==> config.mk <==
export PLATFORM = sky130hd
export DESIGN_NAME = pulse_stretch_out_flat
export DESIGN_NICKNAME = d
export VERILOG_FILES = /design/src/rtl/pulse_stretch_out_if.sv /design/src/rtl/pulse_stretch_out.sv /design/src/flat_wrapper.sv
export SDC_FILE = /design/constraint.sdc
export NUM_CORES = 1
export LEC_CHECK = 0
export BUFFER_PORTS_ARGS = -buffer_cell sky130_fd_sc_hd__buf_2
export CORE_MARGIN = 2
export CORE_UTILIZATION = 60
export CTS_BUF_LIST = sky130_fd_sc_hd__clkbuf_8
export DETAILED_ROUTE_END_ITERATION = 7
export PLACE_DENSITY = 0.78
export SKIP_CTS_REPAIR_TIMING = 1
export SLEW_MARGIN = 20
export SYNTH_ARGS = -nofsm -noshare
export SYNTH_HDL_FRONTEND = slang
export SYNTH_HIERARCHICAL = 1
export SYNTH_SLANG_ARGS = --single-unit
==> constraint.sdc <==
create_clock -name clk_i -period 2.85 [get_ports clk_i]
set_clock_uncertainty 0.05 [all_clocks]
set_input_delay 0.1425 -clock clk_i [delete_from_list [all_inputs] [get_ports clk_i]]
set_output_delay 0.1425 -clock clk_i [all_outputs]
set_load 0.01 [all_outputs]
==> src/rtl/pulse_stretch_out_if.sv <==
// Indicator-pin bundle between system logic and the pulse stretcher.
interface pulse_stretch_out_if #(
  parameter int NCH = 8
);
  logic [NCH-1:0] trig;
  logic [NCH-1:0] hold;
  logic [NCH-1:0] ovf_clr;
  logic [NCH-1:0] out;
  logic [NCH-1:0] busy;
  logic [NCH-1:0] ovf;

  modport master (output trig, hold, ovf_clr, input out, busy, ovf);
  modport slave  (input trig, hold, ovf_clr, output out, busy, ovf);
endinterface

==> src/rtl/pulse_stretch_out.sv <==
// Per-channel pulse stretcher with minimum dark gap, request queueing and sticky overflow.
module pulse_stretch_out_ch #(
  parameter int ON_CYCLES  = 2097152,
  parameter int OFF_CYCLES = 2097152,
  parameter int PEND_W     = 2
) (
  input  logic clk_i,
  input  logic rst_i,
  input  logic trig_i,
  input  logic hold_i,
  input  logic ovf_clr_i,
  output logic out_o,
  output logic busy_o,
  output logic ovf_o
);
  localparam int MAXC = (ON_CYCLES > OFF_CYCLES) ? ON_CYCLES : OFF_CYCLES;
  localparam int CW   = $clog2(MAXC + 1);
  localparam logic [CW-1:0]     ON_LD    = CW'(ON_CYCLES);
  localparam logic [CW-1:0]     OFF_LD   = CW'(OFF_CYCLES);
  localparam logic [CW-1:0]     CNT_ONE  = CW'(1);
  localparam logic [PEND_W-1:0] PEND_MAX = '1;
  localparam logic [PEND_W-1:0] PEND_ONE = PEND_W'(1);

  typedef enum logic [1:0] {IDLE, ON, GAP} state_e;

  state_e            state_q, state_d;
  logic [CW-1:0]     cnt_q, cnt_d;
  logic [PEND_W-1:0] pend_q, pend_d;
  logic              ovf_q, ovf_d;
  logic              out_q, busy_q;

  logic pend_nz, last, take, queue_req, drop;

  assign pend_nz = (pend_q != '0);
  assign last    = (cnt_q == CNT_ONE);

  always_comb begin
    state_d   = state_q;
    cnt_d     = cnt_q;
    take      = 1'b0;
    queue_req = trig_i;
    case (state_q)
      IDLE: begin
        // A trig with nothing pending starts the pulse itself instead of queueing.
        queue_req = trig_i && pend_nz;
        if (trig_i || pend_nz) begin
          state_d = ON;
          cnt_d   = ON_LD;
          take    = pend_nz;
        end
      end
      ON: begin
        if (last) begin
          state_d = GAP;
          cnt_d   = OFF_LD;
        end else begin
          cnt_d = cnt_q - CNT_ONE;
        end
      end
      GAP: begin
        if (last) begin
          if (pend_nz) begin
            state_d = ON;
            cnt_d   = ON_LD;
            take    = 1'b1;
          end else begin
            state_d = IDLE;
          end
        end else begin
          cnt_d = cnt_q - CNT_ONE;
        end
      end
      default: state_d = IDLE;
    endcase

    drop   = queue_req && !take && (pend_q == PEND_MAX);
    pend_d = pend_q;
    if (queue_req && !take && !drop) pend_d = pend_q + PEND_ONE;
    else if (!queue_req && take)     pend_d = pend_q - PEND_ONE;

    ovf_d = drop | (ovf_q & ~ovf_clr_i);
  end

  always_ff @(posedge clk_i) begin
    if (rst_i) begin
      state_q <= IDLE;
      cnt_q   <= '0;
      pend_q  <= '0;
      ovf_q   <= 1'b0;
      out_q   <= 1'b0;
      busy_q  <= 1'b0;
    end else begin
      state_q <= state_d;
      cnt_q   <= cnt_d;
      pend_q  <= pend_d;
      ovf_q   <= ovf_d;
      // Registering from next state keeps out/busy aligned with state_q and hold one cycle late.
      out_q   <= (state_d == ON) | hold_i;
      busy_q  <= (state_d != IDLE);
    end
  end

  assign out_o  = out_q;
  assign busy_o = busy_q;
  assign ovf_o  = ovf_q;
endmodule

module pulse_stretch_out #(
  parameter int NCH        = 8,
  parameter int ON_CYCLES  = 2097152,
  parameter int OFF_CYCLES = 2097152,
  parameter int PEND_W     = 2
) (
  input logic               clk_i,
  input logic               rst_i,
  pulse_stretch_out_if.slave bus
);
  for (genvar g = 0; g < NCH; g++) begin : g_ch
    pulse_stretch_out_ch #(
      .ON_CYCLES (ON_CYCLES),
      .OFF_CYCLES(OFF_CYCLES),
      .PEND_W    (PEND_W)
    ) u_ch (
      .clk_i    (clk_i),
      .rst_i    (rst_i),
      .trig_i   (bus.trig[g]),
      .hold_i   (bus.hold[g]),
      .ovf_clr_i(bus.ovf_clr[g]),
      .out_o    (bus.out[g]),
      .busy_o   (bus.busy[g]),
      .ovf_o    (bus.ovf[g])
    );
  end
endmodule

==> src/flat_wrapper.sv <==
// flat-port wrapper written by rule: the top's interface ports become plain ports
module pulse_stretch_out_flat 
#(
  parameter int NCH        = 8,
  parameter int ON_CYCLES  = 2097152,
  parameter int OFF_CYCLES = 2097152,
  parameter int PEND_W     = 2
)
  (clk_i, rst_i, bus_trig, bus_hold, bus_ovf_clr, bus_out, bus_busy, bus_ovf);
  pulse_stretch_out_if #(.NCH(NCH)) bus_i ();
  input logic clk_i;
  input logic rst_i;
  input wire logic [$bits(bus_i.trig)-1:0] bus_trig;
  input wire logic [$bits(bus_i.hold)-1:0] bus_hold;
  input wire logic [$bits(bus_i.ovf_clr)-1:0] bus_ovf_clr;
  output wire logic [$bits(bus_i.out)-1:0] bus_out;
  output wire logic [$bits(bus_i.busy)-1:0] bus_busy;
  output wire logic [$bits(bus_i.ovf)-1:0] bus_ovf;
  assign bus_i.trig = bus_trig;
  assign bus_i.hold = bus_hold;
  assign bus_i.ovf_clr = bus_ovf_clr;
  assign bus_out = bus_i.out;
  assign bus_busy = bus_i.busy;
  assign bus_ovf = bus_i.ovf;
  pulse_stretch_out #(.NCH(NCH), .ON_CYCLES(ON_CYCLES), .OFF_CYCLES(OFF_CYCLES), .PEND_W(PEND_W)) u_core (.clk_i(clk_i), .rst_i(rst_i), .bus(bus_i));
endmodule
==> results by stage, run 1 <==
Outcome:
- The flow ran to the end, and the final reports show no timing, DRC or antenna violations.

Place:
- At the placement stage, the worst setup path has a slack of between 150 and 200 ps.
- The number of buffer cells added on primary ports is roughly 50.
- The HPWL after detailed placement is roughly 20 mm.
- After detailed placement, the total cell area comes to around 14000 µm².
- The cell count after placement is 1863.
- The routability-driven placement congestion ratio is about 0.86.

Synth:
- Summing every instance area after synthesis gives about 14000 µm².
- For this run, asynchronously set or reset flops after synthesis account for 0%.
- The commonest cells after synthesis are sky130_fd_sc_hd__dfxtp_1 (232), sky130_fd_sc_hd__a21oi_1 (153), sky130_fd_sc_hd__nor2_1 (102).
- The average instance in the mapped netlist occupies 8.74 µm².
- The number of enable-type register cells in the synthesized netlist is 0.
- Yosys attributes the largest share of cell area to sky130_fd_sc_hd__dfxtp_1 (34%), sky130_fd_sc_hd__a21oi_1 (5.6%), sky130_fd_sc_hd__or4_1 (5.2%), sky130_fd_sc_hd__ha_1 (5.2%), sky130_fd_sc_hd__o31ai_1 (4.7%).
- In the synthesized netlist, the number of instances is roughly 1600.
- The Yosys step of the flow raised 6 warnings.
- The sequential area share after synthesis is 34.3%.
- sky130_fd_sc_hd__dfxtp_1 is the most common cell in the netlist.
- For this run, the leading register cell type out of synthesis is sky130_fd_sc_hd__dfxtp_1.
- The largest area contributor in the synthesized netlist is sky130_fd_sc_hd__dfxtp_1.
- In this run, distinct cell masters in the synthesized netlist total 61.
- The flop and latch count out of synthesis is about 230.
- In this run the biggest area consumer among cell types represents about a third of the synthesized area.
- The net count of the mapped netlist is ~1600.

Clocking:
- The number of clock buffers added by TritonCTS is around 40.
- The master cell of the clock root buffer is sky130_fd_sc_hd__clkbuf_8.
- The TritonCTS clock tree is built.
- The clock slew seen by the registers of the worst setup and hold paths is around 60 ps.
- The deepest level of the CTS H-tree is 2.
- Clock tree synthesis found a total of around 230 sinks.
- The later pin in the worst-skew pair is clocked with a latency of 540 ps.
- The deepest clock path buffer count is 3.

Final layout:
- The area overhead of the layout relative to synthesis is 11.5%.
- The share of final-layout standard cells stronger than drive strength 1 is between 15 and 20%.
- The finished cells cover ~15000 µm².
- The number of antenna diodes in the final layout is 0.
- Once layout is complete, the cells apart from fillers number approximately 2000.
- The final layout contains about 1700 nets.

Worst setup path:
- Walking the worst path, the cells encountered are or4_1, or4_4, or3_1, or4_1, a21oi_1.
- In this run the worst path has a maximum fanout of 11.
- Counting both buffers and inverters, the worst setup path holds a total of 0.
- The critical path's top delay family is simple AND/OR/NAND/NOR gates.
- The slowest stage of the critical path is the sky130_fd_sc_hd__or4_1 cell.
- The startpoint type of the worst setup path is a register.
- In this run the critical register-to-register path is launched from u_core/g_ch[7].u_ch/cnt_q[2].
- The worst register-to-register path has a depth of 5.
- The capturing point of the worst reg2reg path is u_core/g_ch[7].u_ch/cnt_q[17].
- The cell seen most often among critical-path stages is sky130_fd_sc_hd__or4_1.
- STA classifies the critical path endpoint as a register.
- On the worst path, the slowest cell contributes a delay of approximately 630 ps.
- The data required time at the worst endpoint is 3280 ps.
- The endpoint arrival time on the critical path is approximately 3100 ps.
- The setup path with the least slack is of type reg -> reg.
- The register-to-register path setup slack is between 150 and 200 ps.

Route:
- After the first detailed-routing iteration, the DRC count stood at 631.
- The first detailed-routing pass took 5 iterations.
- Detailed routing inserted a total of 12059 vias.
- The detail route stage leaves a number of antenna-violating nets equal to 0.
- For this run, design rule violations remaining after detail routing come to 0.
- In the final routed layout, each cell accounts on average for roughly 15 µm.
- After detailed routing, the number of vias per cell comes to approximately 6.
- The total wire length after detailed routing is approximately 29 mm.

STA:
- Setup violations remaining at the end of the flow were counted as 0.
- The time the final worst path needs with I/O delays and setup is roughly 2700 ps.
- The tightest slew margin relative to the limit is between 50% and 60%.
- The tightest hold path in the finished design has a slack of between 300 and 400 ps.
- Setup repair after global routing left no endpoint under its margin.
- At the pin with the least slew margin, the transition time is 700 ps.
- The final number of max-transition violations is 0.
- The final count of hold timing violations is 0.
- Adding up every negative setup slack in the final design gives 0 ps.
- For this run, the top clock speed supported by timing is around 0.38 GHz.
- The worst path uses roughly 93% of the clock period.
- The setup slack of the critical path after layout is 193 ps.

Run:
- The number of max-cap violations is 0.

Power:
- For this design the static power due to leakage is 5.87 nW.
- VDD sags by at most between 500 and 600 µV.
- For this design the ratio of total power to cell area is 887 nW/µm².

Floorplanning:
- The number of core rows is 54.
- The die is between 150 and 200 µm tall.
- The standard cell core area is about 22000 µm².
- The starting utilization of the core area is about three fifths.
- The number of placed I/O pins is 50.
- From left edge to right edge, the die measures about 150 µm.
- The die outline area is roughly 24000 µm².

GRT:
- The global-route total usage across every layer is between 20% and 30%.
- The via count of the first global-routing pass is ~11000.
- The first global-routing pass estimated about 50 mm of wire.
- Entering global routing, the biggest net connects 36 pins.
- Summed over all layers, the global routing overflow is 0.
- The number of antenna violations at the first check in global routing came to 0.

Hold path:
- The worst hold path was traced through 3 stages.
- The terminating pin of the worst hold path is u_core/g_ch[0].u_ch/out_o.
- The origin of the worst min-delay path is bus_hold[0].
- The type of the tightest min-delay check is in -> reg.
-- final cells by class --
class	instances	area (µm²)
well taps	280	350
flip-flops and latches	232	4640
fillers	1804	6920
clock inverters	20	136
multi-input cells	1171	8160
inverters	97	364
repair buffers	108	763
clock buffers	50	688
-- where the power goes --
| group | leakage (nW) | total (mW) | switching [mW] | internal [mW] |
|---|---|---|---|---|
| Sequential | 1.90 | 4.45 | 0.603 | 3.85 |
| Clock | 0.473 | 3.10 | 1.35 | 1.76 |
| Combinational | 3.50 | 5.85 | 3.44 | 2.40 |
| Total | 5.87 | 13.4 | 5.39 | 8.01 |
-- registers in the layout (all words and copies together) (netlist names) --
register / flops
u_core/g_ch.u_ch/cnt_q: 176
u_core/g_ch.u_ch/pend_q: 16
u_core/g_ch.u_ch/state_q: 16
u_core/g_ch.u_ch/busy_o: 8
u_core/g_ch.u_ch/out_o: 8
u_core/g_ch.u_ch/ovf_o: 8
-- cells by family after synthesis --
| logic type | count (synthesis) | share of synthesized area [%] |
|---|---|---|
| XOR/XNOR | 23 | 1.49 |
| flip-flops | 232 | 34.3 |
| AND/OR/NAND/NOR | 635 | 30.0 |
| multiplexers | 15 | 1.11 |
| buffers and inverters | 147 | 5.50 |
| AO/OA/AOI/OAI | 442 | 22.5 |
| adder cells (fa/ha/maj) | 56 | 5.17 |
-- layer usage --
layer / global-route usage (%) / part of all wire, % / up-vias
met5: 0 / 0 / -
met4: 7.14 / 1.6 / 0
met3: 3.47 / 3.4 / 43
met2: 39.9 / 48 / 173
met1: 30.5 / 47 / 5714
li1: - / - / 6129
-- worst reg2reg max path, stage by stage, from the launching register on --
cell,delay (ps)
sky130_fd_sc_hd__dfxtp_1,340
sky130_fd_sc_hd__or4_1,630
sky130_fd_sc_hd__or4_4,600
sky130_fd_sc_hd__or3_1,350
sky130_fd_sc_hd__or4_1,480
sky130_fd_sc_hd__a21oi_1,140
-- placed cells by master, fill, tap and decap left out, types with 8 or more instances in the layout --
master,instances
sky130_fd_sc_hd__or3_1,79
sky130_fd_sc_hd__dlygate4sd3_1,25
sky130_fd_sc_hd__inv_1,110
sky130_fd_sc_hd__or2_2,39
sky130_fd_sc_hd__nor3_1,35
sky130_fd_sc_hd__nand3_1,52
sky130_fd_sc_hd__dfxtp_1,232
sky130_fd_sc_hd__o221ai_1,8
sky130_fd_sc_hd__nor4_2,8
sky130_fd_sc_hd__buf_2,49
sky130_fd_sc_hd__o21ai_1,44
sky130_fd_sc_hd__o21ai_0,23
sky130_fd_sc_hd__buf_4,33
sky130_fd_sc_hd__xnor2_1,8
sky130_fd_sc_hd__and2_1,9
sky130_fd_sc_hd__mux2i_1,15
sky130_fd_sc_hd__nand2_1,57
sky130_fd_sc_hd__nand4_1,23
sky130_fd_sc_hd__o21a_1,9
sky130_fd_sc_hd__a21oi_1,153
sky130_fd_sc_hd__a211oi_1,9
sky130_fd_sc_hd__o211a_1,14
sky130_fd_sc_hd__nor4_1,27
sky130_fd_sc_hd__o22ai_1,22
sky130_fd_sc_hd__o211ai_1,12
sky130_fd_sc_hd__ha_1,56
sky130_fd_sc_hd__a311oi_1,8
sky130_fd_sc_hd__o31ai_1,84
sky130_fd_sc_hd__or4_1,94
sky130_fd_sc_hd__xor2_1,15
sky130_fd_sc_hd__nand3b_1,15
sky130_fd_sc_hd__nand2b_1,22
sky130_fd_sc_hd__clkbuf_8,50
sky130_fd_sc_hd__nor2_1,102
sky130_fd_sc_hd__o41ai_1,8
sky130_fd_sc_hd__nor4b_1,9
-- worst max path at each step --
stage | start | end | slack, ps | depth (start not counted)
finish | u_core/g_ch[7].u_ch/cnt_q[2] | u_core/g_ch[7].u_ch/cnt_q[17] | 190 | 5
global route | u_core/g_ch[6].u_ch/cnt_q[1] | u_core/g_ch[6].u_ch/cnt_q[1] | 80 | 8
CTS | u_core/g_ch[7].u_ch/cnt_q[2] | u_core/g_ch[7].u_ch/cnt_q[17] | 200 | 5
detailed placement | u_core/g_ch[7].u_ch/cnt_q[2] | u_core/g_ch[7].u_ch/cnt_q[17] | 200 | 5
global placement | u_core/g_ch[7].u_ch/cnt_q[2] | u_core/g_ch[7].u_ch/cnt_q[17] | 240 | 5
floorplan | u_core/g_ch[7].u_ch/cnt_q[7] | u_core/g_ch[7].u_ch/cnt_q[17] | 220 | 7
-- per-stage QoR --
| stage | utilization, % | total power [mW] |
|---|---|---|
| after floorplan | - | 9.09 |
| after global routing | 68.6 | 14.4 |
| after detailed placement | 63.7 | 10.3 |
| after CTS | 67.5 | 13.4 |
| final | 68.6 | 13.4 |
| after global placement | 63.7 | 10.0 |
No activity file was read; power rests on OpenSTA's default activity.
==> run 2, diff against run 1 <==
- ABC_AREA: not set -> 1
- PLACE_DENSITY: 0.78 -> 0.77
==> results by stage, run 2 <==
Final layout:
- The repair_antennas step left the layout with diodes totalling 0.
- The largest registers in the layout are u_core/g_ch.u_ch/cnt_q (176), u_core/g_ch.u_ch/pend_q (16), u_core/g_ch.u_ch/state_q (16).
- The post-route netlist has 11.1% of its cells at a drive strength greater than 1.
- The area growth from synthesis to layout is 10.1%.
- In the final design database the tool counted ~2800 nets.
- u_core/g_ch.u_ch/cnt_q holds more flip-flops than any other register.
- The top cell types in the final layout, fill and taps aside, are sky130_fd_sc_hd__nand2_1 (786), sky130_fd_sc_hd__nor2_1 (490), sky130_fd_sc_hd__nand3_1 (305).
- The layout has 2474 filler cells.
- The register with the most flip-flops in the layout has ~180 of them.
- The post-layout instance count excluding filler cells is approximately 3100.
- The commonest non-fill, non-tap cell in the layout is sky130_fd_sc_hd__nand2_1.
- The finished cells cover roughly 18000 µm².

GRT:
- Summed over all layers, the global routing overflow is 0.
- The number of antenna violations at the first check in global routing came to 0.
- The via count of the first global-routing pass is between 15000 and 20000.
- The global routing met1 resource utilization is roughly 34%.
- For this run, the total global-route usage over all layers was measured as between 20% and 30%.
- The global routing stage identified its most utilized layer as met2.
- The global-route wire length before repair is 66.8 mm.
- For this run, global-route usage on met3 was measured as under 10%.
- The met2 routing resource usage after global routing is between 40% and 50%.
- The pin count of the biggest net entering global routing is 73.

STA:
- The final number of max-transition violations is 0.
- For the pin with the worst max-slew slack, the measured transition is a little over 600 ps.
- Setup violations remaining at the end of the flow were counted as 0.
- The final count of hold timing violations was 0.
- The achievable clock frequency is around 0.48 GHz.
- Setup repair after global routing left no endpoint under its margin.
- The total negative slack is 0 ps.
- The clock period could shrink to about 2100 ps.
- In the finished design, the share of the clock period the worst path needs comes to 73.3%.
- The tightest slew margin relative to the limit is 58.9%.

Floorplanning:
- The die width is ~170 µm.
- Once the floorplan was initialized, standard cells occupied roughly 61% of the core.
- The die covers 28300 µm².
- The vertical die dimension is ~170 µm.
- The standard cell core area is 26700 µm².
- Pin placement for this block handled 50 I/O pins.
- The number of core rows is 60.

Synth:
- The net count of the mapped netlist is around 2700.
- The area share of the largest cell type after synthesis is between 20% and 30%.
- The cell count after synthesis came out at between 2000 and 3000.
- The most frequently used flop master after synthesis is sky130_fd_sc_hd__dfxtp_1.
- The average cell area after synthesis is ~6.1 µm².
- Yosys mapped a number of flops with a built-in enable equal to 0.
- The biggest area contributor in the post-synthesis netlist is sky130_fd_sc_hd__dfxtp_1.
- By area the synthesized netlist is led by sky130_fd_sc_hd__dfxtp_1 (29%), sky130_fd_sc_hd__nand2_1 (18%), sky130_fd_sc_hd__nor2_1 (11%), sky130_fd_sc_hd__nand3_1 (9.4%), sky130_fd_sc_hd__inv_1 (5.7%).
- Counting flops with an async set or reset pin after synthesis yields a share of 0%.
- The count of yosys warnings during synthesis is 6.
- The distinct cell type count of the synthesized netlist is 31.
- The flop and latch count out of synthesis is between 200 and 250.
- In the post-synthesis netlist, the cell with the most instances is sky130_fd_sc_hd__nand2_1.
- The synthesized netlist occupies a cell area of ~16000 µm².
- Of the synthesized area, sequential elements account for around 29%.
- The commonest cells after synthesis are sky130_fd_sc_hd__nand2_1 (786), sky130_fd_sc_hd__nor2_1 (490), sky130_fd_sc_hd__nand3_1 (305).

Worst setup path:
- Walking the worst path, the cells encountered are inv_1, ha_1, nand2_1, nor2_2, nand3_1, nor3_1, nand3_1, nand2_1, nand2_1, nor2_1.
- The delay of the slowest cell on the worst path is ~340 ps.
- The startpoint type of the worst setup path is a register.
- The number of stages on the worst setup path is 10.
- Among the stages of the critical path, the cell type that occurs most often is sky130_fd_sc_hd__nand2_1.
- The type of the worst setup path is reg -> reg.
- The data required time at the worst endpoint is approximately 3300 ps.
- STA classifies the critical path endpoint as a register.
- The slowest stage cell on the critical path is sky130_fd_sc_hd__dfxtp_1.
- Along the worst path, the maximum fanout reaches 6.
- Data arrives at the worst endpoint at ~2500 ps.
- Counting both buffers and inverters, the worst setup path holds a total of 1.
- The worst register-to-register path has a depth of 10.
- Grouping stages by cell kind, the critical path spends the most delay in simple AND/OR/NAND/NOR gates.

Hold path:
- The type of the tightest min-delay check is in -> reg.
- The worst hold path was traced through 7 stages.

Outcome:
- The flow ran to the end, and the final reports show no timing, DRC or antenna violations.

Route:
- The total wire length after detailed routing is approximately 38 mm.
- The post-detailed-route wirelength per cell is 12.3 µm.
- The DRC violation total after the first TritonRoute iteration is about 1000.
- The detailed-route via count is about 17000.
- After detailed routing, the number of remaining DRC violations is 0.
- The remaining number of nets flagged by the antenna check after routing is 0.
- The total iterations of the first detailed-routing run is 5.
- The via density per instance is ~5.4.

Clocking:
- The clock slew seen by the registers of the worst setup and hold paths is 70 ps.
- CTS saw 232 sinks.
- The deepest level of the CTS H-tree is 2.
- Clock tree synthesis inserted a total of 43 buffers.
- TritonCTS built the clock tree.
- The deepest clock path buffer count is 3.
- For the worst-skew pair, the clock arrives at the later sink with an insertion delay of 550 ps.
- The master cell of the clock root buffer is sky130_fd_sc_hd__clkbuf_8.

Run:
- The number of max-cap violations is 0.

Place:
- The HPWL after detailed placement is 27.1 mm.
- The routability-driven placement congestion ratio is between 0.9 and 1.
- The cell count after placement is a little over 3000.
- The placed standard-cell area is between 15000 and 20000 µm².
- In this run the tool buffered the top-level ports with 49 buffer cells.
run 2: area by class of cell:
type / instances / area, µm² / share of cell area [%]
tap: 341 / 427 / 2.39
multi-input combinational: 2108 / 10200 / 57.3
inverter: 268 / 1010 / 5.69
sequential: 232 / 4640 / 26.0
clock buffer: 55 / 757 / 4.24
clock inverter: 22 / 193 / 1.08
timing repair buffer: 86 / 574 / 3.22
run 2: cells by family after synthesis:
logic type | synth area share, %
AO/OA/AOI/OAI | 11.3
AND/OR/NAND/NOR | 47.0
adder cells (fa/ha/maj) | 4.33
flip-flops | 28.7
buffers and inverters | 8.19
XOR/XNOR | 0.541
run 2: routing by layer:
layer	vias up	wire (µm)	part of all wire, %
li1	8689	-	-
met1	7556	17700	46
met2	360	18200	47
met5	-	0	0
met3	66	1710	4.5
met4	0	786	2.0
run 2: stage by stage:
stage,worst slack [ps],utilization (%),hold WS (ps)
floorplan,1200,-,203
global placement,858,62.6,290
detailed placement,801,62.6,295
CTS,789,66.1,-281
global route,587,66.7,64.8
finish,760,66.7,14.2
run 2: worst paths after layout:
kind / start / endpoint / slack (ps)
max reg2reg: u_core/g_ch[7].u_ch/cnt_q[0] / u_core/g_ch[7].u_ch/cnt_q[20] / 760
min: bus_trig[2] / u_core/g_ch[2].u_ch/state_q[0] / 10
min reg2reg: u_core/g_ch[2].u_ch/ovf_o / u_core/g_ch[2].u_ch/ovf_o / 410
max: u_core/g_ch[7].u_ch/cnt_q[0] / u_core/g_ch[7].u_ch/cnt_q[20] / 760
run 2: worst register-to-register path, delay by kind of cell (launching register included):
family	cells	cell delay [ps]
buffers and inverters	1	170
flip-flops	1	340
AND/OR/NAND/NOR	8	1170
adder cells (fa/ha/maj)	1	310
Power of run 2 is not shown: default switching activity piles up to over one toggle a cycle in this logic, so the estimate is an artifact.
==> run 3, diff against run 2 <==
- ABC_AREA: 1 -> 0
- CORE_UTILIZATION: 60 -> 59
- PLACE_DENSITY: 0.77 -> 0.8
- clock period: 2.85 -> 1.72 ns (I/O delays scaled with it)
==> results by stage, run 3 <==
STA:
- The last reported worst endpoint of the global-route repair pass is u_core/g_ch[7].u_ch/cnt_q[17]$_SDFFE_PP0P_/D.
- After the last repair the worst path ends at a register data pin.

Synth:
- The number of enable-type register cells in the synthesized netlist is 0.
- The count of yosys warnings during synthesis is 6.
- In the post-synthesis netlist, the biggest area contributors are sky130_fd_sc_hd__dfxtp_1 (34%), sky130_fd_sc_hd__a21oi_1 (5.6%), sky130_fd_sc_hd__or4_1 (5.2%), sky130_fd_sc_hd__ha_1 (5.2%), sky130_fd_sc_hd__o31ai_1 (4.7%).
- The sequential area share after synthesis is about a third.
- The largest area contributor in the synthesized netlist is sky130_fd_sc_hd__dfxtp_1.
- The commonest cells after synthesis are sky130_fd_sc_hd__dfxtp_1 (232), sky130_fd_sc_hd__a21oi_1 (153), sky130_fd_sc_hd__nor2_1 (102).
- In this run, distinct cell masters in the synthesized netlist total a little over 60.
- In this run the cell area of the synthesized design comes to ~14000 µm².
- The net count of the mapped netlist is 1632.
- For this run, asynchronously set or reset flops after synthesis account for 0%.
- The cell count after synthesis is 1550.
- The flop and latch count out of synthesis is around 230.
- A synthesized cell averages 8.74 µm².
- The most used flip-flop cell after synthesis is sky130_fd_sc_hd__dfxtp_1.
- The area share of the largest cell type after synthesis is around a third.
- The most common cell in the netlist is sky130_fd_sc_hd__dfxtp_1.

Outcome:
- The tool reported: "[ERROR GRT-0232] Routing congestion too high. Check the congestion heatmap in the GUI".
- The halt point of the flow is 5_1_grt.
- The flow did not finish.

Clocking:
- The deepest level of the CTS H-tree is 2.
- Clock tree synthesis inserted a total of 41 buffers.
- The number of clock sinks seen by CTS is between 200 and 250.
- The cell sitting at the root of the clock tree is a sky130_fd_sc_hd__clkbuf_8.
- The longest clock path from root to sink contains 3 buffers.

GRT:
- The total grt overflow is roughly 740.
- Entering global routing, the biggest net connects 34 pins.
- The global-route total usage across every layer is 90.4%.

Floorplanning:
- The vertical die dimension is around 160 µm.
- Pin placement for this block handled 50 I/O pins.
- The initialized floorplan defines 55 standard-cell rows.
- The die width is approximately 160 µm.
- The starting utilization of the core area is around three fifths.

Place:
- The number of buffer cells added on primary ports is 49.
- The congestion estimate from routability-driven global placement came to 0.892.
- The cell count after placement is ~2300.
- Summed over all nets, the half-perimeter wirelength after detailed placement is 27.5 mm.
[run 3: cell count changes after synthesis, moves of 40 or more]
cell	before	now
sky130_fd_sc_hd__nand2_1	786	57
sky130_fd_sc_hd__a21o_1	47	0
sky130_fd_sc_hd__inv_1	244	97
sky130_fd_sc_hd__or3_1	0	79
sky130_fd_sc_hd__nand4_1	63	23
sky130_fd_sc_hd__nand3_1	305	52
sky130_fd_sc_hd__o31ai_1	0	84
sky130_fd_sc_hd__a21oi_2	71	0
sky130_fd_sc_hd__nor2_1	490	102
sky130_fd_sc_hd__or4_1	0	94
[run 3: logic make-up after synthesis]
logic type,synth area share (%)
compound gates,22.5
simple gates,30.0
mux,1.11
buf+inv,5.50
flops,34.3
fa+ha+maj,5.17
xor+xnor,1.49
[run 3: metrics by stage]
| stage | hold slack [ps] | instance area, µm² | setup TNS, ps | utilization (%) | worst slack (ps) |
|---|---|---|---|---|---|
| CTS | -280 | 19200 | -55810 | 85.0 | -838 |
| detailed placement | 296 | 18300 | -49450 | 81.2 | -813 |
| global placement | 280 | 18300 | -36330 | 81.2 | -767 |
| floorplan | 101 | 14500 | -27510 | - | -886 |
[run 3: per-layer routing]
layer,overflow,GRT usage (%)
met1,13,83.9
met3,25,77.9
met4,256,103
met2,449,107
met5,0,33.3
==> run 4, diff against run 3 <==
- CORE_UTILIZATION: 59 -> 40
- CTS_BUF_LIST: sky130_fd_sc_hd__clkbuf_8 -> not set
- PLACE_DENSITY: 0.8 -> not set
- PLACE_DENSITY_LB_ADDON: not set -> 0.15
- clock period: 1.72 -> 2.2 ns (I/O delays scaled with it)
==> results by stage, run 4 (synthesis results as in run 1) <==
Floorplanning:
- The core region is roughly 33000 µm².
- The starting utilization of the core area is about two fifths.
- The vertical die dimension is 188 µm.
- During I/O placement, the number of pins put on the boundary was 50.
- The die outline area is around 35000 µm².
- The floorplan has 67 rows.
- The die is between 150 and 200 µm wide.

Worst setup path:
- For flop-to-flop paths, the worst setup slack is -280 ps.
- Traced cell by cell, the critical path runs through or4_4, or4_4, or3_4, or4_4, a21oi_2.
- In this run the worst setup path terminates at u_core/g_ch[7].u_ch/cnt_q[17].
- The critical path runs through a total of 5 cells.
- The source of the worst register-to-register timing path is u_core/g_ch[7].u_ch/cnt_q[5].
- The endpoint identified for the worst register-to-register timing path is u_core/g_ch[7].u_ch/cnt_q[17].
- The maximum fanout along the worst path is 2.
- The critical path's top delay family is simple AND/OR/NAND/NOR gates.
- The delay of the slowest cell on the worst path is approximately 530 ps.
- Data on the critical path is required at its endpoint by 2640 ps.
- At the worst endpoint, the arrival time is about 2900 ps.
- The type of the worst setup path is reg -> reg.
- The critical path launch point is u_core/g_ch[7].u_ch/cnt_q[5].
- The worst setup path is captured at a register.
- The worst reg-to-reg path cell count is 5.
- The cell seen most often among critical-path stages is sky130_fd_sc_hd__or4_4.
- On the critical path, the stage with the largest delay is an instance of sky130_fd_sc_hd__or4_4.
- The critical path buffer and inverter count is 0.
- The startpoint type of the worst setup path is a register.

GRT:
- The first global-routing pass estimated approximately 52 mm of wire.
- The number of antenna violations at the first check in global routing is 0.
- The via count of the first global-routing pass is about 11000.
- Global routing consumed, over all layers together, ~17% of the routing resources.
- The pin count of the biggest net entering global routing is 36.
- The total grt overflow is 0.

STA:
- Once routing completed, OpenROAD measured the worst setup slack at -281 ps.
- The total negative slack is -3750 ps.
- Setup repair after global routing could not meet its margin everywhere.
- For the pin with the worst max-slew slack, the measured transition is approximately 530 ps.
- The achievable clock frequency is 0.403 GHz.
- Headroom to the max-slew limit came out at between 60% and 70%.
- Subtracting the final worst setup slack from the clock period gives about 2500 ps.
- The number of failing setup endpoints in the final timing report is 27.
- The final number of max-transition violations is 0.
- The worst path uses 113% of the clock period.
- The final count of hold timing violations is 0.

Route:
- The remaining number of nets flagged by the antenna check after routing is 0.
- The first routing iteration left just under 600 violations.
- The detailed-route via count is 12190.
- The post-detailed-route wirelength per cell is roughly 14 µm.
- The total iterations of the first detailed-routing run is 4.
- In the routed design, unresolved DRC markers number 0.
- Using the TritonRoute via totals, the vias-per-cell ratio works out to 5.52.
- The total wire length after detailed routing is about 31 mm.

Clocking:
- The TritonCTS clock tree is built.
- The clock slew seen by the registers of the worst setup and hold paths is 60 ps.
- The number of clock sinks seen by CTS is about 230.
- At the later pin of the worst-skew pair, clock insertion delay measures around 560 ps.
- Counting along the longest clock path gives a buffer depth of 3.
- The total clock buffers created by CTS is 30.
- CTS built an H-tree with a depth of 1.
- The cell sitting at the root of the clock tree is a sky130_fd_sc_hd__clkbuf_16.

Power:
- The ratio of total power to cell area is ~1200 nW/µm².
- The analysis attributes to cell leakage a power of around 6.5 nW.
- The design draws between 15 and 20 mW.
- The highest ir drop seen on vdd is between 600 and 700 µV.

Final layout:
- The library cell used most frequently in the layout, excluding fill and tap cells, is sky130_fd_sc_hd__dfxtp_1.
- The largest registers in the layout are u_core/g_ch.u_ch/cnt_q (176), u_core/g_ch.u_ch/pend_q (16), u_core/g_ch.u_ch/state_q (16).
- The library cells used most frequently in the layout, excluding fill and tap cells, are sky130_fd_sc_hd__dfxtp_1 (230), sky130_fd_sc_hd__a21oi_1 (145), sky130_fd_sc_hd__buf_4 (115).
- The final-stage net count is 1822.
- The layout filler cell count is roughly 3200.
- In the final layout, the multi-input gates occupy around 8500 µm².
- The register with the most flip-flops in the layout has around 180 of them.
- The register with the highest flop count is u_core/g_ch.u_ch/cnt_q.
- The share of final-layout standard cells stronger than drive strength 1 is between 20% and 30%.
- The number of diodes added for antenna fixing is 0.
- The area overhead of the layout relative to synthesis is 23.1%.
- The post-layout instance count excluding filler cells is between 2000 and 2500.
- The combined flip-flop and latch cell area is between 4000 and 5000 µm².

Place:
- The HPWL after detailed placement is ~21 mm.
- Once placement completed, the tool counted placed cells totaling 2124.
- The number of buffer cells added on primary ports is 49.
- The routability-driven placement congestion ratio is 0.832.
- Before CTS, the worst setup slack after placement is -302 ps.

Hold path:
- The type of the tightest min-delay check is in -> reg.

Run:
- The number of max-cap violations is 0.

Outcome:
- The final reports fail on negative setup slack.
- The run finished, with violations left.
run 4: where the power goes:
| group | internal (mW) | switching, mW |
|---|---|---|
| clock network | 2.91 | 1.84 |
| registers | 4.98 | 0.753 |
| logic | 4.16 | 4.92 |
run 4: how the worst min path moves through the flow:
stage / start / to / slack [ps] / depth (start not counted)
6_report: rst_i / u_core/g_ch[2].u_ch/cnt_q[21] / 40 / 2
5_1_grt: rst_i / u_core/g_ch[2].u_ch/cnt_q[21] / 60 / 2
3_5_place_dp: bus_hold[7] / u_core/g_ch[7].u_ch/out_o / 310 / 3
4_1_cts: bus_hold[4] / u_core/g_ch[4].u_ch/out_o / -280 / 2
3_3_place_gp: bus_hold[7] / u_core/g_ch[7].u_ch/out_o / 310 / 3
2_1_floorplan: rst_i / u_core/g_ch[0].u_ch/cnt_q[21] / 120 / 1
run 4: final cells by class:
type / count / share of cell area (%)
Multi-Input combinational cell: 1171 / 50.6
Sequential cell: 232 / 27.9
Timing Repair Buffer: 208 / 10.1
Clock buffer: 46 / 5.41
Tap cell: 448 / 3.36
Inverter: 97 / 2.18
Clock inverter: 8 / 0.412
run 4: metrics by stage:
step	util, %	hold slack, ps	area, µm²
2_1_floorplan	-	124	13600
3_3_place_gp	45.1	310	15100
3_5_place_dp	45.1	314	15100
4_1_cts	48.0	-282	16100
5_1_grt	49.9	56.4	16700
6_report	49.9	37.4	16700
run 4: per-layer routing:
layer / global-route usage, % / part of all wire [%]
met5: 0 / 0
met4: 4.72 / 1.9
met3: 2.28 / 2.6
met2: 28.8 / 47
met1: 22.3 / 49
